## src/rtl/t_stream_deframer_if.sv

```systemverilog
// t_stream_deframer_if
//   Bundles the toggle-stream input, the reconstructed line and the
//   valid/ready word output of the deframer.
//   master : producer/consumer side (drives t_in, t_valid, data_ready)
//   slave  : deframer side (drives q, data_out, data_valid, flags)
//   WIDTH  : data bits per frame, must match the deframer's WIDTH
interface t_stream_deframer_if #(
  parameter int WIDTH = 8
);
  logic             t_in;
  logic             t_valid;
  logic             q;
  logic [WIDTH-1:0] data_out;
  logic             data_valid;
  logic             data_ready;
  logic             framing_error;
  logic             overrun;

  modport master (
    output t_in, t_valid, data_ready,
    input  q, data_out, data_valid, framing_error, overrun
  );

  modport slave (
    input  t_in, t_valid, data_ready,
    output q, data_out, data_valid, framing_error, overrun
  );
endinterface

```

## src/rtl/t_stream_deframer.sv

```systemverilog
// t_stream_deframer
//   Rebuilds a D-domain bit stream from toggle-encoded bits (d = q ^ t_in)
//   and deframes start(1) / WIDTH data bits LSB first / stop(0) frames into
//   parallel words delivered on a valid/ready port.
// Ports:
//   clk    : single clock, all state on rising edge
//   reset  : synchronous, active-high, overrides everything else
//   bus    : t_stream_deframer_if.slave
//            t_in/t_valid   toggle bit, consumed on edges with t_valid=1
//            q              reconstructed D line
//            data_out       last delivered word (LSB = first data bit)
//            data_valid     data_out holds an unconsumed word
//            data_ready     consumer accept, ignored while data_valid=0
//            framing_error  1-cycle pulse, stop bit decoded as 1
//            overrun        1-cycle pulse, word dropped (output full)
module t_stream_deframer #(
  parameter int WIDTH = 8
) (
  input  logic               clk,
  input  logic               reset,
  t_stream_deframer_if.slave bus
);

  localparam int CW = (WIDTH > 1) ? $clog2(WIDTH) : 1;
  localparam logic [CW-1:0] LAST = CW'(WIDTH - 1);

  typedef enum logic [1:0] {
    IDLE = 2'd0,
    DATA = 2'd1,
    STOP = 2'd2
  } state_t;

  state_t           state;
  logic [CW-1:0]    count;
  logic [WIDTH-1:0] sreg;
  logic             q_r;
  logic [WIDTH-1:0] data_out_r;
  logic             data_valid_r;
  logic             framing_error_r;
  logic             overrun_r;

  logic d;
  logic word_done;
  logic consume;

  // Decoded bit for the current edge; only meaningful when t_valid=1.
  assign d         = q_r ^ bus.t_in;
  assign word_done = bus.t_valid && (state == STOP) && !d;
  assign consume   = data_valid_r && bus.data_ready;

  always_ff @(posedge clk) begin
    if (reset) begin
      state           <= IDLE;
      count           <= '0;
      sreg            <= '0;
      q_r             <= 1'b0;
      data_out_r      <= '0;
      data_valid_r    <= 1'b0;
      framing_error_r <= 1'b0;
      overrun_r       <= 1'b0;
    end else begin
      framing_error_r <= 1'b0;
      overrun_r       <= 1'b0;

      if (bus.t_valid) begin
        q_r <= d;
        unique case (state)
          IDLE: begin
            if (d) begin
              state <= DATA;
              count <= '0;
            end
          end
          DATA: begin
            for (int i = 0; i < WIDTH; i++) begin
              if (count == CW'(i)) sreg[i] <= d;
            end
            if (count == LAST) begin
              state <= STOP;
            end else begin
              count <= count + 1'b1;
            end
          end
          STOP: begin
            // A 1 here is a broken stop bit, never a new start bit.
            if (d) framing_error_r <= 1'b1;
            state <= IDLE;
          end
          default: state <= IDLE;
        endcase
      end

      // A completion can land in the same edge as a consume; the new word
      // then replaces the consumed one and data_valid stays high.
      if (word_done) begin
        if (!data_valid_r || bus.data_ready) begin
          data_out_r   <= sreg;
          data_valid_r <= 1'b1;
        end else begin
          overrun_r <= 1'b1;
        end
      end else if (consume) begin
        data_valid_r <= 1'b0;
      end
    end
  end

  assign bus.q             = q_r;
  assign bus.data_out      = data_out_r;
  assign bus.data_valid    = data_valid_r;
  assign bus.framing_error = framing_error_r;
  assign bus.overrun       = overrun_r;

endmodule

```

## src/flat_wrapper.sv

```systemverilog
// flat-port wrapper written by rule: the top's interface ports become plain ports
module t_stream_deframer_flat 
#(
  parameter int WIDTH = 8
)
  (clk, reset, bus_t_in, bus_t_valid, bus_data_ready, bus_q, bus_data_out, bus_data_valid, bus_framing_error, bus_overrun);
  t_stream_deframer_if #(.WIDTH(WIDTH)) bus_i ();
  input  logic clk;
  input  logic reset;
  input wire logic [$bits(bus_i.t_in)-1:0] bus_t_in;
  input wire logic [$bits(bus_i.t_valid)-1:0] bus_t_valid;
  input wire logic [$bits(bus_i.data_ready)-1:0] bus_data_ready;
  output wire logic [$bits(bus_i.q)-1:0] bus_q;
  output wire logic [$bits(bus_i.data_out)-1:0] bus_data_out;
  output wire logic [$bits(bus_i.data_valid)-1:0] bus_data_valid;
  output wire logic [$bits(bus_i.framing_error)-1:0] bus_framing_error;
  output wire logic [$bits(bus_i.overrun)-1:0] bus_overrun;
  assign bus_i.t_in = bus_t_in;
  assign bus_i.t_valid = bus_t_valid;
  assign bus_i.data_ready = bus_data_ready;
  assign bus_q = bus_i.q;
  assign bus_data_out = bus_i.data_out;
  assign bus_data_valid = bus_i.data_valid;
  assign bus_framing_error = bus_i.framing_error;
  assign bus_overrun = bus_i.overrun;
  t_stream_deframer #(.WIDTH(WIDTH)) u_core (.clk(clk), .reset(reset), .bus(bus_i));
endmodule
```

## config.mk

```make
export PLATFORM = sky130hd
export DESIGN_NAME = t_stream_deframer_flat
export DESIGN_NICKNAME = d
export VERILOG_FILES = /design/src/rtl/t_stream_deframer_if.sv /design/src/rtl/t_stream_deframer.sv /design/src/flat_wrapper.sv
export SDC_FILE = /design/constraint.sdc
export NUM_CORES = 1
export LEC_CHECK = 0
export ABC_AREA = 1
export BUFFER_PORTS_ARGS = -buffer_cell sky130_fd_sc_hd__buf_2
export CAP_MARGIN = 20
export CORE_UTILIZATION = 55
export CTS_CLUSTER_SIZE = 14
export DETAILED_ROUTE_END_ITERATION = 16
export GPL_ROUTABILITY_DRIVEN = 0
export PLACE_DENSITY = 0.77
export SLEW_MARGIN = 20
export SYNTH_ARGS = -nofsm -noshare
export SYNTH_HDL_FRONTEND = slang
export SYNTH_SLANG_ARGS = --single-unit
```

## constraint.sdc

```tcl
create_clock -name clk -period 1.7 [get_ports clk]
set_clock_uncertainty 0.05 [all_clocks]
set_input_delay 0.17 -clock clk [delete_from_list [all_inputs] [get_ports clk]]
set_output_delay 0.17 -clock clk [all_outputs]
set_load 0.03 [all_outputs]
```

# Word level (Yosys, flattened, before mapping)

Cells that the tools add are included.

Output and inout bits: 12
Memories: 0
Bits in latches: 0
Input port bits: 5
Bits in read-only memories: 0
Register bits after elaboration: 25
Bits in writable memories: 0
Logic and storage cells: 68

$lt $le $gt $ge: 0
Mux-type cells: 11
Reduce and logical (&&, ||, !) cells: 24
$mul: 0
Shift operators: 0
$add $sub $neg: 1
Divide/modulo/power cells: 0
Equality and inequality tests: 13
Bitwise gates (word level): 4

Operators with widths:

| cell                                                  | number |
|---|---|
| AND reduction 3 bit                                   | 9 |
| equality test 3 bit, second input constant            | 4 |
| equality test 3 x 2 -> 1 bit, second input constant   | 2 |
| two-way mux 3 bit                                     | 2 |
| case mux 3 bit (2 select lines)                       | 1 |
| two-way mux 1 bit                                     | 5 |
| two-way mux 2 bit                                     | 2 |
| inequality test 2 x 1 -> 1 bit, second input constant | 2 |
| inequality test 2 bit, second input constant          | 2 |
| case mux 2 bit (2 select lines)                       | 1 |
| AND reduction 2 bit                                   | 2 |
| AND reduction 4 bit                                   | 1 |
| nonzero test 2 bit                                    | 2 |
| adder 3 x 1 -> 3 bit, second input constant           | 1 |
| equality test 3 x 1 -> 1 bit, second input constant   | 1 |
| logical AND 1 bit                                     | 3 |
| logical NOT 3 bit                                     | 1 |
| NOT 1 bit                                             | 3 |
| OR reduction 3 bit                                    | 1 |
| equality test 2 x 1 -> 1 bit, second input constant   | 1 |
| equality test 2 bit, second input constant            | 1 |
| logical NOT 1 bit                                     | 2 |
| logical NOT 2 bit                                     | 1 |
| OR reduction 2 bit                                    | 1 |
| 2 further kinds                                       | 2 |

# Depth between registers and ports, before layout

Word-level depth: 5
Mapped depth: 8
Mapped depth without buffers: 8

# Least setup slack after synthesis

Ideal clock, no wire load.

Path type: reg2reg
From: register u_core.count[0]
To: register u_core.count[0]
Cell stages (with the launch flop): 9
Path buffers: 0
Path slack: 269 ps
Setup time: 115 ps
Required time: 1535 ps
Period minus slack after synthesis: 1431 ps
Arrival: 1266 ps
Path through: dfxtp_1 -> ha_1 -> ha_1 -> nand2_1 -> inv_1 -> nor2_1 -> nand3_1 -> nand2_1 -> nor2_1

Longest elaborated chain between the ends: 3
Elaborated cells between the ends (all ways): 6
Classes of those cells: add/sub (1); eq/ne (2); mux (2); reduce/logical (1)

Ends and longest elaborated chain:

| element                                                                       | line                                             | text |
|---|---|---|
| start: declaration                                                            | t_stream_deframer.sv:34                          | `logic [CW-1:0] count;` |
| start signal: assignment                                                      | t_stream_deframer.sv:81                          | `count <= count + 1'b1;` |
| adder 3 x 1 -> 3 bit / equality test 3 bit (equally long branches)            | t_stream_deframer.sv:81, t_stream_deframer.sv:78 |  |
| two-way mux 3 bit / inequality test 2 bit (equally long branches)             | n/a                                              |  |
| case mux 3 bit (2 select lines) / AND reduction 4 bit (equally long branches) | n/a                                              |  |

Parallel ways exist; a longest one is shown, timed or not. The select of a mux whose other input is x is not followed.
A chain may end at the register's enable or synchronous reset.

# Worst setup path in the final report

From: register u_core.count[0]
To: register u_core.count[1]

Same word-level chain as after synthesis.

==> impl_metrics.py <==
metrics = {
    "outcome": {
        "outcome": "finished clean",
    },
    "power": {
        "p_comb_share_pct": 12.4,
        "power_uw": 991,
        "p_switching_uw": 262,
        "power_density_nw_per_um2": 710,
        "power_frac_seq_pct": 61.7,
        "leakagePower_nw": 0.658,
        "p_sw_share_pct": 26.5,
        "ir_drop_uv": 470,
        "p_clk_share_pct": 25.9,
        "p_int_uw": 728,
    },
    "sta": {
        "fin_tns_setup_ns": 0,
        "max_freq_ghz": 0.666,
        "setup_viol": 0,
        "min_period_ns": 1.50,
        "fin_crit_sh_pct": 88.3,
        "hold_viol": 0,
        "drv_slew": 0,
        "tightestPinTransition_ns": 0.409,
        "holdWs_ns": 0.0402,
        "max_slew_margin_pct": 72.7,
        "rsz0062_at_grt": "no",
    },
    "final_layout": {
        "n_antenna_cell": 0,
        "nFillCells": 186,
        "nNetsFinal": 220,
        "syn_to_final_growth_pct": 10.8,
        "fin_area_um2": 1400,
        "drive_gt1_share_pct": 13.0,
    },
    "synthesis": {
        "ys_types": 18,
        "syn_inst": 190,
        "synth_area_um2": 1260,
        "synthTopCellsByCount": "54 x nand2_1, 36 x inv_1, 31 x nor2_1",
        "synth_edf_count": 0,
        "synth_area_leaders": "dfxtp_1 40%, nand2_1 16%, inv_1 11%, nor2_1 9.2%, ha_1 6.0%",
        "yosysTopAreaCellShare_pct": 39.8,
        "syn-num-nets": 201,
        "synth-seq-area-share_pct": 39.8,
        "synth_area_leader_cell": "dfxtp_1",
        "async_flop_share_pct": 0,
        "synth_area_per_cell_um2": 6.62,
        "synth-seq-cells": 25,
        "synth.most_common_cell": "nand2_1",
        "yosysWarningCount": 0,
        "synth_ff_type": "dfxtp_1",
    },
    "cts": {
        "cts_tree": "built",
        "postCtsSetupBuffers": 0,
        "cts_resized": 0,
        "cts_num_sinks": 25,
        "clk_path_buf_depth": 2,
        "hold_buffers": 0,
        "insertion_delay_ns": 0.30,
        "htree_levels": 1,
        "clk_pin_slew_ns": 0.13,
        "cts_buffers": 3,
        "root_buffer": "clkbuf_4",
    },
    "route": {
        "wl_per_cell_um": 9.65,
        "drt-pass1-iter-count": 4,
        "drt.antenna.violating_nets": 0,
        "vias": 1106,
        "drc": 0,
        "drt-initial-drc-count": 16,
        "vias_per_cell": 4.71,
        "wirelength_um": 2270,
    },
    "grt": {
        "groute.usage.overall_pct": 20.4,
        "grt_max_degree": 17,
        "first_global_vias": 980,
        "met3_usage_pct": 2.78,
        "busiest_layer": "met2",
        "antenna_found_initial": 0,
        "met1_usage_pct": 25.1,
        "grt-ovfl-total": 0,
        "grt_pass1_wl_um": 3970,
        "met2_usage_pct": 37.2,
    },
    "floorplan": {
        "die_h_um": 49.8,
        "initial_core_util_pct": 61.0,
        "dieArea_um2": 2480,
        "die_w_um": 49.8,
        "core_um2": 2060,
        "fp-row-count": 16,
        "top_level_ports": 17,
    },
    "worst_setup_path": {
        "crit-reg2reg-launch": "u_core.count[0]$_SDFFE_PP0P_",
        "setup.worst_path.end": "u_core.count[1]$_SDFFE_PP0P_",
        "r2r_cells": 8,
        "arrival_ns": 1.67,
        "crit_fanout": 7,
        "cp.required_ns": 1.86,
        "rrSetupSlack_ns": 0.20,
        "setup.worst_path.start": "u_core.count[0]$_SDFFE_PP0P_",
        "critPathKind": "flop to flop",
        "endpoint_kind": "flop",
        "start_kind": "flop",
        "reg2reg_to": "u_core.count[1]$_SDFFE_PP0P_",
    },
    "min_path": {
        "hp-class": "primary input to flop",
        "min_from": "reset",
        "hold_depth": 2,
    },
    "placed_design": {
        "io_buffer_count": 16,
        "dp_hpwl_um": 1790,
        "dpl_cell_area_um2": 1370,
    },
    "flow_run": {
        "drv_cap": 0,
    },
}
## through the flow
step | utilization [%] | setup WS [ns] | cells
5_1_grt | 67.7 | 0.0697 | 235
3_3_place_gp | 66.3 | 0.184 | 231
4_1_cts | 67.5 | 0.0680 | 235
6_report | 67.7 | 0.199 | 235
2_1_floorplan | - | 0.269 | 190
3_5_place_dp | 66.3 | 0.0900 | 231
## worst max-delay path: stages, from the launching register on
cell and delay [ns]:
dfxtp_1 0.37, ha_1 0.23, ha_1 0.21, nand2_1 0.07, inv_1 0.04, nor2_2 0.22
nand3_1 0.12, nand2_1 0.07, nor2_1 0.03
## worst min-delay path by stage
stage                                               endpoint  slack [ns]
after floorplan           u_core.bus.data_valid$_SDFFE_PP0P_        0.19
after global placement           u_core.sreg[7]$_SDFFE_PP0P_        0.36
after detailed placement         u_core.sreg[7]$_SDFFE_PP0P_        0.37
after CTS                        u_core.sreg[7]$_SDFFE_PP0P_        0.03
after global routing            u_core.state[1]$_SDFFE_PP0P_        0.03
final                            u_core.sreg[3]$_SDFFE_PP0P_        0.04
## power groups by stage
stage / combinational, mW / clock (mW) / sequential [mW]
detailed placement: 0.123 / 0 / 0.624
global route: 0.142 / 0.280 / 0.613
CTS: 0.124 / 0.264 / 0.611
global placement: 0.118 / 0 / 0.623
floorplan: 0.0893 / 0 / 0.624
finish: 0.123 / 0.256 / 0.611
## layout make-up
class	instances	area, um^2	share of cell area, %
Clock buffer	4	26.3	1.88
Inverter	37	139	9.96
Timing Repair Buffer	17	87.6	6.28
Sequential cell	25	500	35.9
Tap cell	27	33.8	2.42
Multi-Input combinational cell	125	608	43.6
## layer usage
layer,vias up,part of all wire [%]
met5,-,0
met2,17,49
met4,0,0.53
li1,607,-
met1,480,48
met3,2,2.4
## registers in the layout, summed over array words and instances (netlist names)
signal	cells
u_core.sreg	8
u_core.bus.framing_error	1
u_core.bus.overrun	1
u_core.bus.q	1
u_core.state	2
u_core.bus.data_out	8
u_core.count	3
u_core.bus.data_valid	1
## cells by family after synthesis
group,Yosys count,synth area share (%)
AOI/OAI and AO/OA,12,4.97
adders and majority gates,6,5.96
and+or+nand+nor,107,37.2
DFF,25,39.8
buffers and inverters,40,12.1
## placed cells by master (no fill, tap or decap)
cell	instances
nor3_1	2
nand2_1	54
clkbuf_1	1
clkbuf_4	3
ha_1	6
a21oi_1	9
buf_2	16
nor2_2	2
nand3_1	6
o21ai_0	2
clkinv_1	1
buf_4	1
o21bai_1	1
nor2_1	30
nand3_4	1
nand4_1	8
dfxtp_1	25
nand2_2	2
inv_1	36
nor2_4	2
Power figures use the tool's default switching activity.
